File: config.mk
export PLATFORM = sky130hd
export DESIGN_NAME = pc_sequencer
export DESIGN_NICKNAME = d
export VERILOG_FILES = /design/src/rtl/pc_sequencer.sv
export SDC_FILE = /design/constraint.sdc
export NUM_CORES = 1
export LEC_CHECK = 0
export ABC_AREA = 0
export CAP_MARGIN = 10
export CORE_ASPECT_RATIO = 0.6
export CORE_MARGIN = 10
export CORE_UTILIZATION = 46
export DETAILED_ROUTE_END_ITERATION = 10
export PLACE_DENSITY = 0.79
export SYNTH_ARGS = -nofsm -noshare
export SYNTH_HDL_FRONTEND = slang
export SYNTH_SLANG_ARGS = --single-unit
File: constraint.sdc
create_clock -name Clk -period 3.41 [get_ports Clk]
set_input_delay 1.023 -clock Clk [delete_from_list [all_inputs] [get_ports Clk]]
set_output_delay 1.023 -clock Clk [all_outputs]
set_load 0.01 [all_outputs]
File: src/rtl/pc_sequencer.sv
// Run-control sequencer: clears, advances, jumps or holds the 8-bit PC and strobes instruction commit.
// Optional build macro PC_SEQ_MEM_READY_EN: memory stalls end on MemReady instead of a fixed count.
module pc_sequencer #(
  parameter int unsigned STALL_CYCLES = 4,
  parameter logic [7:0]  PC_MAX       = 8'hFF,
  parameter int unsigned CNT_W        = 16
) (
  input  logic             Clk,
  input  logic             Reset,
  input  logic             Start,
  input  logic [7:0]       PC,
  input  logic             MemOp,
  input  logic             BranchEn,
  input  logic             Zero,
  input  logic             HaltOp,
`ifdef PC_SEQ_MEM_READY_EN
  input  logic             MemReady,
`endif
  output logic             PcClear,
  output logic             PcAdvance,
  output logic             PcJump,
  output logic             RegWriteEn,
  output logic             Busy,
  output logic             Done,
  output logic [CNT_W-1:0] CycleCount,
  output logic [7:0]       StallCount
);

  typedef enum logic [2:0] {
    S_IDLE,
    S_CLEAR,
    S_RUN,
    S_STALL,
    S_DONE
  } state_t;

  state_t           state_q, state_d;
  logic [3:0]       stall_q, stall_d;
  logic [CNT_W-1:0] cyc_q, cyc_d;
  logic [7:0]       stc_q, stc_d;
  logic             busy_q, busy_d;
  logic             done_q, done_d;
  logic             commit;
  logic             stall_done;

`ifdef PC_SEQ_MEM_READY_EN
  assign stall_done = MemReady;
`else
  localparam logic [3:0] STALL_LAST = 4'(STALL_CYCLES - 1);
  assign stall_done = (stall_q == STALL_LAST);
`endif

  always_ff @(posedge Clk) begin
    if (Reset) begin
      state_q <= S_IDLE;
      stall_q <= '0;
      cyc_q   <= '0;
      stc_q   <= '0;
      busy_q  <= 1'b0;
      done_q  <= 1'b0;
    end else begin
      state_q <= state_d;
      stall_q <= stall_d;
      cyc_q   <= cyc_d;
      stc_q   <= stc_d;
      busy_q  <= busy_d;
      done_q  <= done_d;
    end
  end

  always_comb begin
    state_d    = state_q;
    stall_d    = stall_q;
    cyc_d      = cyc_q;
    stc_d      = stc_q;
    commit     = 1'b0;
    PcClear    = 1'b0;
    PcAdvance  = 1'b0;
    PcJump     = 1'b0;
    RegWriteEn = 1'b0;

    case (state_q)
      S_IDLE, S_DONE: begin
        if (Start) begin
          state_d = S_CLEAR;
          cyc_d   = '0;
          stc_d   = '0;
        end
      end
      S_CLEAR: begin
        PcClear = 1'b1;
        state_d = S_RUN;
        cyc_d   = (cyc_q != '1) ? cyc_q + 1'b1 : cyc_q;
      end
      S_RUN: begin
        cyc_d = (cyc_q != '1) ? cyc_q + 1'b1 : cyc_q;
        if (HaltOp) begin
          state_d = S_DONE;
        end else if (MemOp) begin
          stall_d = 4'd1;
          state_d = S_STALL;
        end else begin
          commit = 1'b1;
        end
      end
      S_STALL: begin
        cyc_d   = (cyc_q != '1) ? cyc_q + 1'b1 : cyc_q;
        stc_d   = (stc_q != 8'hFF) ? stc_q + 8'd1 : stc_q;
        stall_d = (stall_q != 4'hF) ? stall_q + 4'd1 : stall_q;
        commit  = stall_done;
      end
      default: state_d = S_IDLE;
    endcase

    // Shared commit decode for RUN and the final STALL cycle; a commit at PC_MAX ends the run.
    if (commit) begin
      RegWriteEn = 1'b1;
      if (BranchEn && Zero) begin
        PcJump  = 1'b1;
        state_d = S_RUN;
      end else if (PC == PC_MAX) begin
        state_d = S_DONE;
      end else begin
        PcAdvance = 1'b1;
        state_d   = S_RUN;
      end
    end

    // Reset wins the cycle it is asserted in: no PC move or commit escapes.
    if (Reset) begin
      PcClear    = 1'b0;
      PcAdvance  = 1'b0;
      PcJump     = 1'b0;
      RegWriteEn = 1'b0;
    end

    busy_d = (state_d == S_CLEAR) || (state_d == S_RUN) || (state_d == S_STALL);
    done_d = (state_d == S_DONE);
  end

  assign Busy       = busy_q;
  assign Done       = done_q;
  assign CycleCount = cyc_q;
  assign StallCount = stc_q;

endmodule

Word level (Yosys, flattened, before mapping). Index checks and enable logic that the tools add are counted.

Flip-flop bits (word level): 33.

$add $sub $neg: 3. Muxes and demuxes: 31. Reduce and logical (&&, ||, !) cells: 12. Eq/ne operators: 19.

Operator list (number): 2-to-1 mux 16 bit (2); one-hot mux 16 bit (2 select lines) (1); 2-to-1 mux 3 bit (6); adder 16 x 1 -> 16 bit, second input constant (1); 2-to-1 mux 8 bit (2); inequality test 16 bit, second input constant (1); one-hot mux 8 bit (2 select lines) (1); 2-to-1 mux 1 bit (13); equality test 3 x 2 -> 1 bit, second input constant (4); 2-to-1 mux 4 bit (3); one-hot mux 3 bit (4 select lines) (1); inequality test 2 bit, second input constant (5); adder 8 x 1 -> 8 bit, second input constant (1); equality test 8 bit, second input constant (1); inequality test 8 bit, second input constant (1); one-hot mux 4 bit (2 select lines) (1); equality test 3 x 1 -> 1 bit, second input constant (2); equality test 3 bit, second input constant (2); AND reduction 3 bit (2); nonzero test 2 bit (3); adder 4 x 1 -> 4 bit, second input constant (1); equality test 4 x 2 -> 1 bit, second input constant (1); inequality test 4 bit, second input constant (1); AND reduction 4 bit (1); 7 further kinds (8).

Depth between registers and ports, before layout. Gate-level depths: netlist of run 1.

Depth after elaboration: 7. Mapped depth: 6. Gate-level depth less buffers: 5.

Least setup slack after synthesis of run 1. No wires, ideal clock.

Path kind: input-to-output. From: in HaltOp. To: out PcAdvance. Stages: 4. Path slack: 86 ps. Arrival time: 2301 ps. Required time: 2387 ps. Path buffers: 0. Path through: or4b_2 o32ai_1 nand2_1 nor3b_1.

Cells in the longest elaborated chain, start to end: 4.

RTL lines: start: declaration (RTL line 15) `input logic HaltOp,`; 2-to-1 mux 1 bit (RTL line 97) `if (HaltOp) begin`; one-hot mux 1 bit (2 select lines) (RTL line 82) `case (state_q)`; 2-to-1 mux 1 bit (RTL line 116) `if (commit) begin`; 2-to-1 mux 1 bit (RTL line 130) `if (Reset) begin`; end: declaration (RTL line 20) `output logic PcAdvance,`.

No other way between the ends.

Worst setup path in the final report of run 1.
From: in HaltOp. To: out PcJump.

Cells in the longest elaborated chain, start to end: 4.

RTL lines: 2-to-1 mux 1 bit (RTL line 97); one-hot mux 1 bit (2 select lines) (RTL line 82); 2-to-1 mux 1 bit (RTL line 116); 2-to-1 mux 1 bit (RTL line 130); end: declaration (RTL line 21) `output logic PcJump,`.

No other way between the ends.

==> flow_summary_export.csv, run 1 <==
group,metric,value,unit
floorplan,rows,17,
timing,hold_viol_final,0,
timing,setup_tns,0,ns
place,placed_cells_incl_taps,308,
place,place.port_buffers,44,
global_routing,grt_pass1_vias,1756,
global_routing,antenna_found_initial,0,
place,place.gp.congestion,0.8611,
synth,top_reg_cell_synth,"dfxtp_1",
cells_and_area,fillers,309,
clock_network,root_buffer,"clkbuf_8",
power_and_ir_drop,pwr-share-comb,0.130,
min_path,holdCritPathClass,"register to register",
setup_path,critical_path.slowest_cell,"or4b_4",
power_and_ir_drop,clock_power_share,0.363,
synth,synth_top_area_frac,0.3729,
synth,synth.area.top_cells,"dfxtp_1 (37%), a21oi_1 (6.8%), nand3_1 (5.6%)",
clock_network,cts_made_buffers,5,
power_and_ir_drop,p_seq_frac,0.508,
timing,grt_setup_unrepaired,"no",
setup_path,worstSetupPathType,"input port to primary output",
route,detail_route.wl_per_cell,16.21,um
timing,setup_viol,0,
setup_path,worst-endpoint-required,2.39,ns
cells_and_area,fin_nets,288,
synth,mappedNetlistArea,1772,um2
synth,synth_fp_nets,231,
route,antenna_left,0,
route,detailedRoute.firstIterationViolations,134,
synth,yosysUniqueCellTypes,45,
global_routing,global_route.usage.total,0.1502,
cells_and_area,synthToLayoutAreaGrowth,37.71,%
route,post_drt_via_cell_ratio,6.047,
floorplan,die_width,100.1,um
timing,achievable-frequency,305.1,MHz
cells_and_area,layout.core_utilization,0.6630,
setup_path,reg2reg_slack,1.20,ns
setup_path,critPathLaunchType,"input port",
synth,syn-instance-count,213,
power_and_ir_drop,power.switching_fraction,0.2589,
setup_path,crit-reg2reg-launch,"CycleCount[0]",
cells_and_area,antenna_cells_inserted,0,
setup_path,crit_path_start,"HaltOp",
setup_path,cp_max_fo,3,
clock_network,clk-insertion-delay-late,0.29,ns
clock_network,clock_sink_count,33,
timing,fin_skew,0.003750,ns
power_and_ir_drop,fin_total_pwr,784.9,uW
clock_network,post_cts_hold_buffers,0,
power_and_ir_drop,vdd_drop_max,0.1873,mV
outcome,run_status,"complete, no violations",
clock_network,ctsLongestPathBuffers,2,
floorplan,core-area,3680,um2
synth,synth-warning-count,0,
timing,report.final.slew_viol_count,0,
global_routing,grt_remaining_overflow,0,
setup_path,critPathArrivalTime,2.25,ns
clock_network,tritoncts_clock_tree,"yes",
timing,setup_slack,0.1325,ns
job,max-cap-violations,0,
floorplan,die_height,68.07,um
power_and_ir_drop,p_switching,203.2,uW
floorplan,ioPinCount,45,
synth,synth_seq_area_share,0.3729,
floorplan,die_area,6815,um2
route,firstDrtPassIters,4,
global_routing,grt_pass1_wl,8376,um
timing,final.period_utilization,0.9611,
timing,finalWorstPathRequiredPeriod,3.277,ns
setup_path,crit_path_end_kind,"primary output",
clock_network,clk_pin_slew,0.06,ns
place,detailedPlacementHpwl,3823,um
setup_path,r2r_end,"CycleCount[11]",
synth,synth_edf_count,0,
setup_path,critical_path.max_stage_delay,0.50,ns
synth,yosys.area.top_type,"dfxtp_1",
power_and_ir_drop,internal_power,581.7,uW
synth,synth_async_sr_flop_share,0,
power_and_ir_drop,power.density,321.7,nW/um2
setup_path,cp_cell_sequence,"clkbuf_2 > or4b_4 > o32ai_4 > nand2_2 > buf_4 > nor2_1 > buf_2",
timing,worst_slew_pin_slew,1.021,ns
setup_path,critical_path.endpoint,"PcJump",
cells_and_area,post_route_cells_drive_above_1_share,0.1328,
power_and_ir_drop,power.leakage,0.0008470,uW
timing,worst_slew_margin_rel,0.3107,
route,detail_route.wirelength,5154,um
synth,yosys_register_bits,33,
global_routing,maximum_number_of_pins_on_one_net_before_global_route_repair,14,
cells_and_area,stdcell_count,318,
place,post_placement_worst_setup_slack,-0.7858,ns
route,dr_total_vias,1923,
route,drt_drc_violations_left,0,
clock_network,htree_levels,2,
synth,syn_avg_cell_area,8.318,um2
setup_path,worst-r2r-cell-count,5,
floorplan,starting_density_of_the_core,0.4815,
## synth_stat cells, types with 4 or more instances
library cell,n
dfxtp_1,33
o21ai_0,5
a21oi_1,24
nor2_1,7
nand3_1,20
nor2b_1,4
o31ai_1,8
clkbuf_1,7
or3_1,8
nand2_1,18
or4_1,8
inv_1,4
nor3_1,4
o211ai_1,5
nand4_1,9
## metal layers
| metal | part of all wire | global-route usage | vias to the layer above |
|---|---|---|---|
| li1 | - | - | 952 |
| met1 | 0.48 | 0.2025 | 905 |
| met2 | 0.41 | 0.2141 | 60 |
| met3 | 0.099 | 0.05729 | 6 |
| met4 | 0.010 | 0.05263 | 0 |
| met5 | 0 | 0 | - |
## cell type report
class                      count  area (um2)  share of cell area
clock buffer                   6       72.57             0.02974
clock inverter                 2       10.01            0.004103
inverter                       4       15.01            0.006154
multi-input combinational    168        1095              0.4487
sequential                    33       660.6              0.2708
tap                           47       58.81             0.02410
timing repair buffer          58       528.0              0.2164
## through the flow
| stage | hold slack (ns) | cell area [um2] |
|---|---|---|
| after floorplan | 0.4488 | 1772 |
| after global placement | 0.4651 | 2330 |
| after global routing | 0.5123 | 2440 |
| after detailed placement | 0.4721 | 2330 |
| after CTS | 0.4794 | 2431 |
| final | 0.4807 | 2440 |
## critical path, delay by kind of cell
family | cells | cell delay [ns]
AOI/OAI and AO/OA | 1 | 0.16
and+or+nand+nor | 3 | 0.69
buffers and inverters | 3 | 0.37
## cell usage in the layout, fill, tap and decap left out, drive strengths merged, types with 3 or more instances in the layout
| cell type | n |
|---|---|
| or2 | 3 |
| nand3 | 20 |
| dfxtp | 33 |
| o21ai | 6 |
| o31ai | 8 |
| o211ai | 5 |
| o41ai | 3 |
| inv | 4 |
| mux2i | 3 |
| or3 | 8 |
| nor2 | 7 |
| or4 | 8 |
| nor2b | 4 |
| nand4 | 10 |
| a21oi | 24 |
| nor3b | 3 |
| nor3 | 4 |
| nand2 | 18 |
| ha | 3 |
| clkdlybuf4s50 | 39 |
| buf | 16 |
| clkbuf | 7 |
| and3 | 3 |
## timing repair
item / CTS / global route
endpoints found under the setup margin: 4 / 3
setup buffers: 1 / 1
pin swaps: 3 / 3
resized for setup: 15 / 3
## sequential cells by signal (all words and copies together), names as in the netlist
signal and flops:
Done 1, Busy 1, CycleCount 16, stall_q 4, StallCount 8, state_q 3
## power groups by stage
| stage | clock (uW) | sequential [uW] | combinational [uW] |
|---|---|---|---|
| 4_1_cts | 295 | 399 | 100 |
| 5_1_grt | 312 | 399 | 111 |
| 3_5_place_dp | 0 | 407 | 99.3 |
| 3_3_place_gp | 0 | 407 | 97.1 |
| 2_1_floorplan | 0 | 408 | 47.8 |
| 6_report | 285 | 399 | 102 |
## how the worst min path moves through the flow
| stage | startpoint | endpoint | slack [ns] | depth (start not counted) |
|---|---|---|---|---|
| global placement | stall_q[1] | stall_q[1] | 0.47 | 2 |
| finish | stall_q[1] | stall_q[1] | 0.48 | 2 |
| detailed placement | stall_q[1] | stall_q[1] | 0.47 | 2 |
| CTS | stall_q[1] | stall_q[1] | 0.48 | 2 |
| floorplan | stall_q[1] | stall_q[1] | 0.45 | 2 |
| global route | stall_q[1] | stall_q[1] | 0.51 | 2 |
## cell families after synthesis
group	after synthesis	synth area share
fa+ha+maj	3	0.02119
compound gates	63	0.2380
buf+inv	12	0.02613
simple gates	99	0.3249
flops	33	0.3729
mux	3	0.01695
(Power assumes the default switching activity.)
==> run 2, diff against run 1 <==
--- a/config.mk
+++ b/config.mk
@@ -11,6 +11,7 @@
 export CORE_MARGIN = 10
 export CORE_UTILIZATION = 46
 export DETAILED_ROUTE_END_ITERATION = 10
+export GPL_ROUTABILITY_DRIVEN = 0
 export PLACE_DENSITY = 0.79
 export SYNTH_ARGS = -nofsm -noshare
 export SYNTH_HDL_FRONTEND = slang
==> constraint.sdc (replaced) <==
create_clock -name Clk -period 3.3 [get_ports Clk]
set_input_delay 0.99 -clock Clk [delete_from_list [all_inputs] [get_ports Clk]]
set_output_delay 0.99 -clock Clk [all_outputs]
set_load 0.01 [all_outputs]
==> run 2 against run 1 <==
  * Total power is 17% higher
  * Critical path depth is 1 lower
  * Worst setup slack better by 0.032 ns
  * Design area is 1.1% higher
  * Largest power group unchanged
  * Sequential power is 3% higher
  * Utilization is 0.75 points higher
  * Register-to-register slack worse by 0.10 ns
  * Clock-buffer cell count is 1 higher
==> flow_summary_export.csv, run 2 (synthesized netlist as in run 1, its figures left out) <==
group,metric,value,unit
cells_and_area,antenna_cells_inserted,0,
setup_path,worstSetupPathType,"input port to primary output",
route,dr_total_vias,1952,
global_routing,grt_pass1_wl,8749,um
route,detailedRoute.firstIterationViolations,136,
power_and_ir_drop,power.density,372.4,nW/um2
power_and_ir_drop,p_seq_frac,0.448,
clock_network,ctsLongestPathBuffers,2,
timing,grt_setup_unrepaired,"no",
floorplan,die_height,68.07,um
setup_path,cp_cell_sequence,"clkbuf_2 > or4b_4 > o32ai_4 > nand2_2 > nor3b_2 > buf_2",
clock_network,root_buffer,"clkbuf_8",
outcome,run_status,"complete, no violations",
timing,final.period_utilization,0.9501,
timing,report.final.slew_viol_count,0,
route,post_drt_via_cell_ratio,6.158,
cells_and_area,post_route_cells_drive_above_1_share,0.1296,
setup_path,critical_path.max_stage_delay,0.50,ns
cells_and_area,fillers,310,
cells_and_area,fin_nets,287,
job,max-cap-violations,0,
power_and_ir_drop,clock_power_share,0.436,
global_routing,grt_remaining_overflow,0,
timing,finalWorstPathRequiredPeriod,3.135,ns
timing,worst_slew_pin_slew,1.035,ns
clock_network,post_cts_hold_buffers,0,
power_and_ir_drop,internal_power,702.1,uW
timing,achievable-frequency,318.9,MHz
cells_and_area,largest_register_ff_count,16,
place,dpl-instance-area,2337,um2
route,detail_route.wirelength,5299,um
clock_network,clk-insertion-delay-late,0.29,ns
power_and_ir_drop,p_switching,216.7,uW
floorplan,core-area,3680,um2
timing,fin_skew,0.008443,ns
power_and_ir_drop,pwr-share-comb,0.116,
min_path,holdCritPathClass,"register to register",
timing,worst_slew_margin_rel,0.3010,
setup_path,worst-endpoint-required,2.31,ns
clock_network,clk_pin_slew,0.06,ns
floorplan,die_width,100.1,um
timing,setup_viol,0,
clock_network,tritoncts_clock_tree,"yes",
place,place.port_buffers,44,
place,detailedPlacementHpwl,3916,um
floorplan,rows,17,
power_and_ir_drop,power.switching_fraction,0.2359,
setup_path,critPathArrivalTime,2.15,ns
power_and_ir_drop,power.leakage,0.0008519,uW
route,detail_route.wl_per_cell,16.72,um
route,antenna_left,0,
clock_network,post_cts_buffers,0,
setup_path,cp_max_fo,3,
clock_network,htree_levels,2,
global_routing,maximum_number_of_pins_on_one_net_before_global_route_repair,14,
setup_path,crit_path_end_kind,"primary output",
route,firstDrtPassIters,5,
cells_and_area,synthToLayoutAreaGrowth,39.27,%
setup_path,critical_path.slowest_cell,"or4b_4",
route,drt_drc_violations_left,0,
cells_and_area,final_common_cell,"clkdlybuf4s50_1",
cells_and_area,stdcell_count,317,
floorplan,die_area,6815,um2
clock_network,cts_made_buffers,5,
cells_and_area,layout.cell_area.non_filler,2467,um2
global_routing,global_route.usage.total,0.1573,
timing,hold_viol_final,0,
clock_network,clock_sink_count,33,
floorplan,ioPinCount,45,
global_routing,antenna_found_initial,0,
setup_path,critPathLaunchType,"input port",
power_and_ir_drop,vdd_drop_max,0.2265,mV
cells_and_area,mostFrequentLayoutCells,"clkdlybuf4s50_1 (39), dfxtp_1 (33), a21oi_1 (24)",
place,placed_cells_incl_taps,309,
global_routing,grt_pass1_vias,1794,
floorplan,starting_density_of_the_core,0.4815,
## run 2: cell types whose count changed in the layout (fill, tap and decap cells not counted), sizes merged
cell | previous run | this run
bufinv | 0 | 1
clkdlybuf4s15 | 0 | 1
dlygate4sd2 | 2 | 1
clkbuf | 7 | 8
clkinv | 2 | 0
buf | 16 | 15
## run 2: critical path, delay by kind of cell
family | cells | cell delay (ns)
AOI/OAI and AO/OA | 1 | 0.16
and+or+nand+nor | 3 | 0.75
buffers and inverters | 2 | 0.25
## run 2: stage by stage
step           hold WS [ns]  TNS (ns)  setup WS, ns  power [uW]  utilization
2_1_floorplan        0.4488         0       0.04167       470.7            -
3_3_place_gp         0.4672    -2.174       -0.7805       522.1       0.6352
3_5_place_dp         0.4700    -2.345       -0.8388       525.3       0.6352
4_1_cts              0.4790         0       0.02999       920.3       0.6719
5_1_grt              0.5177         0       0.08734       954.7       0.6705
6_report             0.4843         0        0.1647       918.9       0.6705
## run 2: what timing repair did
item | CTS | global route
gates resized for setup | 18 | 1
setup endpoints to repair | 4 | 2
pin swaps | 4 | 4
## run 2: worst paths after layout
check / from / end / slack, ns / cells after the start
worst max-delay path: HaltOp / PcAdvance / 0.16 / 6
worst min-delay path: stall_q[1] / stall_q[1] / 0.48 / 2
worst max register to register: CycleCount[0] / CycleCount[11] / 1.10 / 5
worst min register to register: stall_q[1] / stall_q[1] / 0.48 / 2
## run 2: area by class of cell
cell class                      count  area, um2  area share
Timing Repair Buffer               57      521.8      0.2115
Multi-Input combinational cell    168       1095      0.4437
Inverter                            4      15.01    0.006085
Tap cell                           47      58.81     0.02383
Clock inverter                      1      30.03     0.01217
Sequential cell                    33      660.6      0.2677
Clock buffer                        7      86.33     0.03499
## run 2: per-layer routing
layer | GRT usage | wire length [um]
met3 | 0.06231 | 502
met4 | 0.05263 | 49
met1 | 0.2196 | 2555
met5 | 0 | 0
met2 | 0.2133 | 2192
## run 2: power by group through the flow
stage	Clock, uW	Combinational, uW	Sequential, uW
2_1_floorplan	0	49.4	421
3_3_place_gp	0	102	421
3_5_place_dp	0	104	421
4_1_cts	403	106	412
5_1_grt	425	117	413
6_report	401	106	412
==> run 3, diff against run 2 <==
--- a/config.mk
+++ b/config.mk
@@ -9,10 +9,10 @@
 export CAP_MARGIN = 10
 export CORE_ASPECT_RATIO = 0.6
 export CORE_MARGIN = 10
-export CORE_UTILIZATION = 46
+export CORE_UTILIZATION = 40
 export DETAILED_ROUTE_END_ITERATION = 10
 export GPL_ROUTABILITY_DRIVEN = 0
-export PLACE_DENSITY = 0.79
+export PLACE_DENSITY = 0.7
 export SYNTH_ARGS = -nofsm -noshare
 export SYNTH_HDL_FRONTEND = slang
 export SYNTH_SLANG_ARGS = --single-unit
==> run 3 against run 2 <==
  * Worst hold slack lost 0.0036 ns
  * Via count shrank 3.7%
  * Sequential cell count is the same
  * Clock skew grew 0.0015 ns
  * Maximum frequency shrank 4.9%
  * Combinational power is essentially flat
  * Critical path depth grew 1
  * Routed wire length grew 2.1%
  * Utilization shrank 7.5 points
  * Die area grew 11%
  * Sequential power is essentially flat
  * Total power shrank 6.9%
  * Largest power group unchanged
  * Highest routed layer unchanged
==> flow_summary_export.csv, run 3 (synthesized netlist as in run 1, its figures left out) <==
group,metric,value,unit
outcome,run_status,"complete, no violations",
floorplan,die_area,7579,um2
floorplan,die_height,71.55,um
clock_network,clk_pin_slew,0.07,ns
cells_and_area,antenna_cells_inserted,0,
power_and_ir_drop,internal_power,646.3,uW
place,place.port_buffers,44,
cells_and_area,mostFrequentLayoutCells,"clkdlybuf4s50_1 (39), dfxtp_1 (33), a21oi_1 (24)",
clock_network,clock_sink_count,33,
setup_path,worstSetupPathType,"input port to primary output",
route,drt_drc_violations_left,0,
route,antenna_left,0,
clock_network,ctsLongestPathBuffers,2,
cells_and_area,fillers,380,
setup_path,cp_max_fo,2,
power_and_ir_drop,p_switching,209.3,uW
route,firstDrtPassIters,4,
setup_path,crit_path_end_kind,"primary output",
floorplan,ioPinCount,45,
setup_path,worst-endpoint-required,2.31,ns
power_and_ir_drop,pwr-share-comb,0.127,
global_routing,antenna_found_initial,0,
cells_and_area,post_route_cells_drive_above_1_share,0.1465,
timing,worst_slew_margin_rel,0.4151,
timing,worst_slew_pin_slew,0.8707,ns
floorplan,rows,18,
global_routing,grt_pass1_wl,8783,um
global_routing,grt_pass1_vias,1733,
power_and_ir_drop,power.switching_fraction,0.2447,
cells_and_area,layout.cell_area.non_filler,2496,um2
clock_network,tritoncts_clock_tree,"yes",
timing,finalWorstPathRequiredPeriod,3.298,ns
clock_network,root_buffer,"clkbuf_8",
clock_network,cts_made_buffers,5,
setup_path,critPathArrivalTime,2.31,ns
route,dr_total_vias,1879,
power_and_ir_drop,power.density,342.8,nW/um2
min_path,holdCritPathClass,"register to register",
timing,hold_viol_final,0,
cells_and_area,fin_nets,290,
timing,achievable-frequency,303.2,MHz
power_and_ir_drop,power.leakage,0.0008651,uW
clock_network,post_cts_hold_buffers,0,
floorplan,die_width,105.9,um
route,post_drt_via_cell_ratio,5.643,
cells_and_area,layout.core_utilization,0.5959,
cells_and_area,final_common_cell,"clkdlybuf4s50_1",
place,dpl-instance-area,2354,um2
floorplan,core-area,4189,um2
clock_network,clk-insertion-delay-late,0.29,ns
global_routing,grt_remaining_overflow,0,
timing,setup_viol,0,
job,max-cap-violations,0,
route,detailedRoute.firstIterationViolations,109,
power_and_ir_drop,p_seq_frac,0.481,
timing,grt_setup_unrepaired,"yes",
global_routing,global_route.usage.total,0.1409,
setup_path,critPathLaunchType,"input port",
power_and_ir_drop,vdd_drop_max,0.1920,mV
timing,final.period_utilization,0.9994,
cells_and_area,synthToLayoutAreaGrowth,40.89,%
cells_and_area,largest_register_ff_count,16,
route,detail_route.wl_per_cell,16.24,um
route,detail_route.wirelength,5409,um
timing,fin_skew,0.009941,ns
global_routing,maximum_number_of_pins_on_one_net_before_global_route_repair,16,
power_and_ir_drop,clock_power_share,0.391,
timing,report.final.slew_viol_count,0,
floorplan,starting_density_of_the_core,0.4229,
place,detailedPlacementHpwl,3946,um
clock_network,htree_levels,2,
[run 3: cell types whose count changed in the layout (fill, tap and decap cells not counted)]
cell	delta
clkbuf_8	+1
buf_6	+2
bufinv_16	-1
buf_4	+2
clkbuf_1	-1
clkdlybuf4s15_1	-1
clkinv_2	+1
[run 3: final cells by class]
class / count / area [um2] / area share
inverters: 4 / 15.01 / 0.006015
flip-flops and latches: 33 / 660.6 / 0.2647
clock buffers: 7 / 96.34 / 0.03860
repair buffers: 60 / 549.3 / 0.2201
multi-input cells: 168 / 1095 / 0.4386
well taps: 60 / 75.07 / 0.03008
clock inverters: 1 / 5.005 / 0.002005
[run 3: worst max-delay path, stage by stage]
cell,delay (ns)
buf_6,0.09
or4b_4,0.50
o32ai_4,0.16
nand2_2,0.11
buf_6,0.13
nor3b_2,0.16
buf_2,0.16
[run 3: final timing paths]
kind	start	to	slack [ns]	cells after the start
setup reg to reg	CycleCount[6]	CycleCount[13]	1.31	4
hold reg to reg	stall_q[1]	stall_q[1]	0.48	2
hold / removal	stall_q[1]	stall_q[1]	0.48	2
setup / recovery	HaltOp	PcAdvance	0.002	7
[run 3: stage by stage]
step	instances	hold WS, ns	setup WS, ns	TNS [ns]	total power, uW
CTS	332	0.4767	0.01487	0	859.8
floorplan	213	0.4488	0.04167	0	470.7
global placement	322	0.4661	-0.7684	-2.101	524.9
finish	333	0.4807	0.001835	0	855.7
detailed placement	322	0.4653	-0.8471	-2.326	525.8
global route	333	0.5306	-0.05859	-0.05859	895.6
[run 3: repair_timing]
action / CTS / global route
pin swaps: 4 / 4
setup endpoints to repair: 4 / 3
gates resized for setup: 21 / 3
setup buffers: 2 / 1
hold endpoints to repair: 0 / 0
[run 3: layer usage]
metal / vias up / wire, um / global-route usage
li1: 955 / - / -
met1: 860 / 2754 / 0.2017
met2: 57 / 2144 / 0.1878
met3: 7 / 451 / 0.04821
met4: 0 / 59 / 0.04933
met5: - / 0 / 0
[run 3: power groups by stage]
| stage | clock network [uW] | registers, uW | logic (uW) |
|---|---|---|---|
| floorplan | 0 | 421 | 49.4 |
| global placement | 0 | 421 | 104 |
| detailed placement | 0 | 420 | 105 |
| CTS | 341 | 411 | 107 |
| global route | 364 | 413 | 119 |
| finish | 335 | 412 | 109 |
